**src/rtl/pipelined_adder_if.sv**
```systemverilog
// Operand/result handshake bundle for pipelined_adder.
// master drives operands and out_ready; slave (the adder) drives in_ready and results.
interface pipelined_adder_if #(
   parameter int unsigned WIDTH = 32
);
   logic             in_valid;
   logic             in_ready;
   logic [WIDTH-1:0] a;
   logic [WIDTH-1:0] b;
   logic             cin;
   logic             sub;
   logic             out_valid;
   logic             out_ready;
   logic [WIDTH-1:0] sum;
   logic             cout;
   logic             ovf;

   modport master (
      output in_valid, a, b, cin, sub, out_ready,
      input  in_ready, out_valid, sum, cout, ovf
   );

   modport slave (
      input  in_valid, a, b, cin, sub, out_ready,
      output in_ready, out_valid, sum, cout, ovf
   );
endinterface

```
**src/rtl/pipelined_adder.sv**
```systemverilog
// Pipelined add/subtract: one CHUNK of carry resolved per stage, valid/ready on both sides.
// Optional macro PIPE_ADD_SAT_EN saturates sum on signed overflow.
module pipelined_adder #(
   parameter int unsigned WIDTH  = 32,
   parameter int unsigned STAGES = 4
) (
   input  logic             clk,
   input  logic             rst_n,
   pipelined_adder_if.slave bus
);
   localparam int unsigned CHUNK = WIDTH / STAGES;
   localparam int unsigned LAST  = STAGES - 1;

   logic [STAGES-1:0] v_q, v_d, c_q, c_d;
   logic [STAGES-1:0] v_in, c_in, adv, ld_ok, ld_en;
   logic [WIDTH-1:0]  a_q [STAGES];
   logic [WIDTH-1:0]  b_q [STAGES];
   logic [WIDTH-1:0]  s_q [STAGES];
   logic [WIDTH-1:0]  a_in [STAGES];
   logic [WIDTH-1:0]  b_in [STAGES];
   logic [WIDTH-1:0]  s_in [STAGES];
   logic [WIDTH-1:0]  s_d [STAGES];
   logic [CHUNK:0]    ext;
   logic              nxt_ok;
   logic              ovf_q, ovf_d;

   always_comb begin
      v_in   = '0;
      c_in   = '0;
      adv    = '0;
      ld_ok  = '0;
      ld_en  = '0;
      v_d    = '0;
      c_d    = '0;
      a_in   = '{default: '0};
      b_in   = '{default: '0};
      s_in   = '{default: '0};
      s_d    = '{default: '0};
      ext    = '0;
      ovf_d  = 1'b0;

      // Backpressure ripples from out_ready down to stage 0.
      nxt_ok = bus.out_ready;
      for (int k = STAGES - 1; k >= 0; k--) begin
         adv[k]   = v_q[k] & nxt_ok;
         ld_ok[k] = ~v_q[k] | adv[k];
         nxt_ok   = ld_ok[k];
      end

      for (int k = 0; k < STAGES; k++) begin
         if (k == 0) begin
            v_in[k] = bus.in_valid;
            a_in[k] = bus.a;
            b_in[k] = bus.sub ? ~bus.b : bus.b;
            c_in[k] = bus.sub | bus.cin;
            s_in[k] = '0;
         end else begin
            v_in[k] = v_q[k-1];
            a_in[k] = a_q[k-1];
            b_in[k] = b_q[k-1];
            c_in[k] = c_q[k-1];
            s_in[k] = s_q[k-1];
         end
         ld_en[k] = v_in[k] & ld_ok[k];
         v_d[k]   = ld_ok[k] ? v_in[k] : v_q[k];
         ext      = {1'b0, a_in[k][k*CHUNK +: CHUNK]} + {1'b0, b_in[k][k*CHUNK +: CHUNK]}
                    + (CHUNK+1)'(c_in[k]);
         s_d[k]   = s_in[k];
         s_d[k][k*CHUNK +: CHUNK] = ext[CHUNK-1:0];
         c_d[k]   = ext[CHUNK];
      end

      ovf_d = (a_in[LAST][WIDTH-1] == b_in[LAST][WIDTH-1]) &
              (s_d[LAST][WIDTH-1] != a_in[LAST][WIDTH-1]);
`ifdef PIPE_ADD_SAT_EN
      // Overflow direction follows the operand sign (both operands share it).
      if (ovf_d) begin
         s_d[LAST] = a_in[LAST][WIDTH-1] ? {1'b1, {(WIDTH-1){1'b0}}}
                                         : {1'b0, {(WIDTH-1){1'b1}}};
      end
`endif
   end

   always_ff @(posedge clk or negedge rst_n) begin
      if (!rst_n) begin
         v_q   <= '0;
         c_q   <= '0;
         ovf_q <= 1'b0;
         for (int k = 0; k < STAGES; k++) begin
            a_q[k] <= '0;
            b_q[k] <= '0;
            s_q[k] <= '0;
         end
      end else begin
         v_q <= v_d;
         for (int k = 0; k < STAGES; k++) begin
            if (ld_en[k]) begin
               a_q[k] <= a_in[k];
               b_q[k] <= b_in[k];
               s_q[k] <= s_d[k];
               c_q[k] <= c_d[k];
            end
         end
         if (ld_en[LAST]) begin
            ovf_q <= ovf_d;
         end
      end
   end

   assign bus.in_ready  = ld_ok[0];
   assign bus.out_valid = v_q[LAST];
   assign bus.sum       = s_q[LAST];
   assign bus.cout      = c_q[LAST];
   assign bus.ovf       = ovf_q;
endmodule

```
**src/flat_wrapper.sv**
```systemverilog
// flat-port wrapper written by rule: the top's interface ports become plain ports
module pipelined_adder_flat 
#(
   parameter int unsigned WIDTH  = 32,
   parameter int unsigned STAGES = 4
)
  (clk, rst_n, bus_in_valid, bus_a, bus_b, bus_cin, bus_sub, bus_out_ready, bus_in_ready, bus_out_valid, bus_sum, bus_cout, bus_ovf);
  pipelined_adder_if #(.WIDTH(WIDTH)) bus_i ();
  input  logic clk;
  input  logic rst_n;
  input wire logic [$bits(bus_i.in_valid)-1:0] bus_in_valid;
  input wire logic [$bits(bus_i.a)-1:0] bus_a;
  input wire logic [$bits(bus_i.b)-1:0] bus_b;
  input wire logic [$bits(bus_i.cin)-1:0] bus_cin;
  input wire logic [$bits(bus_i.sub)-1:0] bus_sub;
  input wire logic [$bits(bus_i.out_ready)-1:0] bus_out_ready;
  output wire logic [$bits(bus_i.in_ready)-1:0] bus_in_ready;
  output wire logic [$bits(bus_i.out_valid)-1:0] bus_out_valid;
  output wire logic [$bits(bus_i.sum)-1:0] bus_sum;
  output wire logic [$bits(bus_i.cout)-1:0] bus_cout;
  output wire logic [$bits(bus_i.ovf)-1:0] bus_ovf;
  assign bus_i.in_valid = bus_in_valid;
  assign bus_i.a = bus_a;
  assign bus_i.b = bus_b;
  assign bus_i.cin = bus_cin;
  assign bus_i.sub = bus_sub;
  assign bus_i.out_ready = bus_out_ready;
  assign bus_in_ready = bus_i.in_ready;
  assign bus_out_valid = bus_i.out_valid;
  assign bus_sum = bus_i.sum;
  assign bus_cout = bus_i.cout;
  assign bus_ovf = bus_i.ovf;
  pipelined_adder #(.WIDTH(WIDTH), .STAGES(STAGES)) u_core (.clk(clk), .rst_n(rst_n), .bus(bus_i));
endmodule
```
**config.mk**
```make
export PLATFORM = sky130hd
export DESIGN_NAME = pipelined_adder_flat
export DESIGN_NICKNAME = d
export VERILOG_FILES = /design/src/rtl/pipelined_adder_if.sv /design/src/rtl/pipelined_adder.sv /design/src/flat_wrapper.sv
export SDC_FILE = /design/constraint.sdc
export NUM_CORES = 1
export LEC_CHECK = 0
export ABC_AREA = 1
export CAP_MARGIN = 20
export CORE_AREA = 5 5 200 144
export CTS_CLUSTER_DIAMETER = 200
export DETAILED_ROUTE_END_ITERATION = 7
export DIE_AREA = 0 0 205 149
export HOLD_SLACK_MARGIN = 0.05
export PLACE_DENSITY_LB_ADDON = 0.12
export SLEW_MARGIN = 20
export SYNTH_ARGS = -nofsm -noshare
export SYNTH_HDL_FRONTEND = slang
export SYNTH_SLANG_ARGS = --single-unit
```
**constraint.sdc**
```tcl
create_clock -name clk -period 1.9 [get_ports clk]
set_input_delay 0.38 -clock clk [delete_from_list [all_inputs] [get_ports clk]]
set_output_delay 0.38 -clock clk [all_outputs]
set_load 0.03 [all_outputs]
```
==> results.ini <==
[synth]
syn_area_sq_um = 8673
ys_top_cells_by_area = dfrtp_1 53%, nand2_1 19%, ha_1 4.0%
synth.distinct_cells = 29
synth_top_area_share_pct = 53.38
yosysWarnings = 0
syn_inst = 1008
synth-seq-cells = 185
ys_seq_area_share_pct = 53.38
avgSynthCellArea_sq_um = 8.604
synth_nets = 1114
synth_top_cell_by_area = dfrtp_1

[timing]
fin_worst_skew_ns = 0.01062
post-route-min-period_ns = 1.854
rsz0062_at_grt = no
setup_viol = 0
timing.final.crit_share_pct = 97.58
slew_headroom_pct = 70.39
hold_violations = 0
fin_tns_setup_ns = 0
drv_slew = 0
hold-worst-slack_ns = 0.4233
max_freq_mhz = 539.3
tightestPinTransition_ns = 0.4441

[clock_tree]
cts_buffer_depth = 2
cts_root_buffer = clkbuf_16
cts_made_buffers = 17
cts_tree = built
cts_sinks = 185
clk_pin_slew_worst_paths_ns = 0.07
postCtsSetupRepairBufs = 0
cts_htree_levels = 4
clk-insertion-delay-late_ns = 0.44

[final_layout]
drive_above_1_share_pct = 7.968
final_nets = 1235
layout_common_cells = 442 x nand2_1, 185 x dfrtp_1, 87 x clkdlybuf4s50_1, 84 x inv_1, 67 x o21ai_0
diodes = 0
final_common_cell = nand2_1
synthToLayoutAreaGrowth_pct = 27.22
fillCellCount = 2713

[grt]
grt_overflow_total = 0
grt_pass1_vias = 6514
antenna_found_initial = 1
grt_max_degree = 56
grtUsageTotal_pct = 14.97
grt_pass1_wl_um = 35890

[critical_path]
endpoint_kind = primary output
critPathMaxStageDelay_ns = 0.68
path_max_fanout = 2
r2r-end = u_core.s_d[22]
required_ns = 1.52
crit_chain = clkdlybuf4s50_1
cp_num_buf_inv = 1
critical_path_arrival_ns = 1.47
r2r_start = u_core.b_in[48]
r2r_cells = 7
r2r_slack_ns = 0.16
slowest_stage = clkdlybuf4s50_1
path_class = reg2out
start_kind = register
critical_path.top_delay_family = buffers and inverters

[die]
row_count = 50
io_pins = 106
fp.dieW_um = 205
initial_utilization_pct = 32.78
die_area_sq_um = 30550
fp.dieH_um = 149
coreArea_sq_um = 26460

[status]
status = finished clean

[detailed_routing]
remaining_drc_errors = 0
avgRoutedWirePerCell_um = 14.32
vias_per_cell = 4.325
vias = 6514
ant_nets = 0
wirelength_um = 21570
drtPass1Iterations = 5
first_iter_violations = 361

[placement]
routabilityCongestion = 0.8172
post-dp-hpwl_um = 16100
port_buffers = 105

[job]
max_cap_viol_count = 0

[power]
peakVddDrop_mv = 0.8496
power_leakage_nw = 5.669
powerDensity_nw_per_um2 = 1506

[min_path]
hold_path.class = in2async

report_power, final:
part	leakage [nW]	switching, mW	internal, mW
clock network	0.299	1.63	2.12
logic	3.07	3.97	2.64
registers	2.30	0.889	5.37
cells by family after synthesis:
logic type | after synthesis | share of synthesized area (%)
AO/OA/AOI/OAI | 111 | 6.621
XOR/XNOR | 40 | 4.039
adder cells (fa/ha/maj) | 36 | 5.886
buffers and inverters | 127 | 6.694
flip-flops | 185 | 53.38
AND/OR/NAND/NOR | 509 | 23.38
state kept, by name (all words and copies together), names as in the netlist:
name            count
u_core.c_q          4
u_core.b_in        48
u_core.bus.sum     32
u_core.s_d         48
u_core.a_in        48
u_core.v_q          4
u_core.bus.ovf      1
metal layers:
layer | vias up | GRT usage, % | share of wire [%]
met5 | - | 0 | 0
met4 | 0 | 3.916 | 0.85
met3 | 11 | 2.891 | 4.3
met2 | 116 | 20.54 | 40
met1 | 3001 | 23.82 | 55
li1 | 3386 | - | -
synthesized netlist by cell type (all sizes together):
cell type,number
nand3,35
a21oi,15
or2,1
nand4,7
nor2,20
fa,8
xor2,9
nor3,1
o21ai,90
buf,36
dfrtp,185
o22ai,2
o21bai,3
nand2,445
inv,88
ha,28
o21a,1
xnor2,31
clkbuf,3
through the flow:
stage | utilization, % | total power [mW] | area, sq um | setup slack (ns) | instances
3_3_place_gp | 39.18 | 12.97 | 10370 | -0.3275 | 1473
6_report | 41.70 | 16.62 | 11030 | 0.04589 | 1506
3_5_place_dp | 39.18 | 13.01 | 10370 | -0.3421 | 1473
4_1_cts | 41.53 | 16.83 | 10990 | 0.001438 | 1506
5_1_grt | 41.70 | 17.97 | 11030 | 0.0003749 | 1506
2_1_floorplan | - | 10.33 | 8712 | -0.03463 | 1008
final cells by class:
cell class	count	area, sq um	area share, %
flip-flops and latches	185	4629	41.95
clock inverters	13	171.4	1.553
well taps	364	455.4	4.127
clock buffers	19	442.9	4.014
repair buffers	141	1510	13.69
multi-input cells	696	3495	31.67
inverters	88	330.3	2.994
how the worst max path moves through the flow:
stage                                  start             end  slack (ns)  depth (start not counted)
after floorplan                      bus_sub  u_core.s_d[70]       -0.03                         12
after global placement              bus_b[0]  u_core.s_d[68]       -0.33                          9
after detailed placement            bus_b[0]  u_core.s_d[68]       -0.34                          9
after CTS                      u_core.c_q[3]        bus_cout       0.001                          1
after global routing          u_core.bus.ovf         bus_ovf      0.0004                          1
final                     u_core.bus.sum[15]     bus_sum[15]        0.05                          1
timing repair:
action | in CTS | in global routing
setup endpoints to repair | 2 | 20
resized for setup | 2 | 18
hold endpoints to repair | 34 | 0
hold buffers | 1 | 0
pin swaps | 0 | 0
No activity file was read; power rests on OpenSTA's default activity.
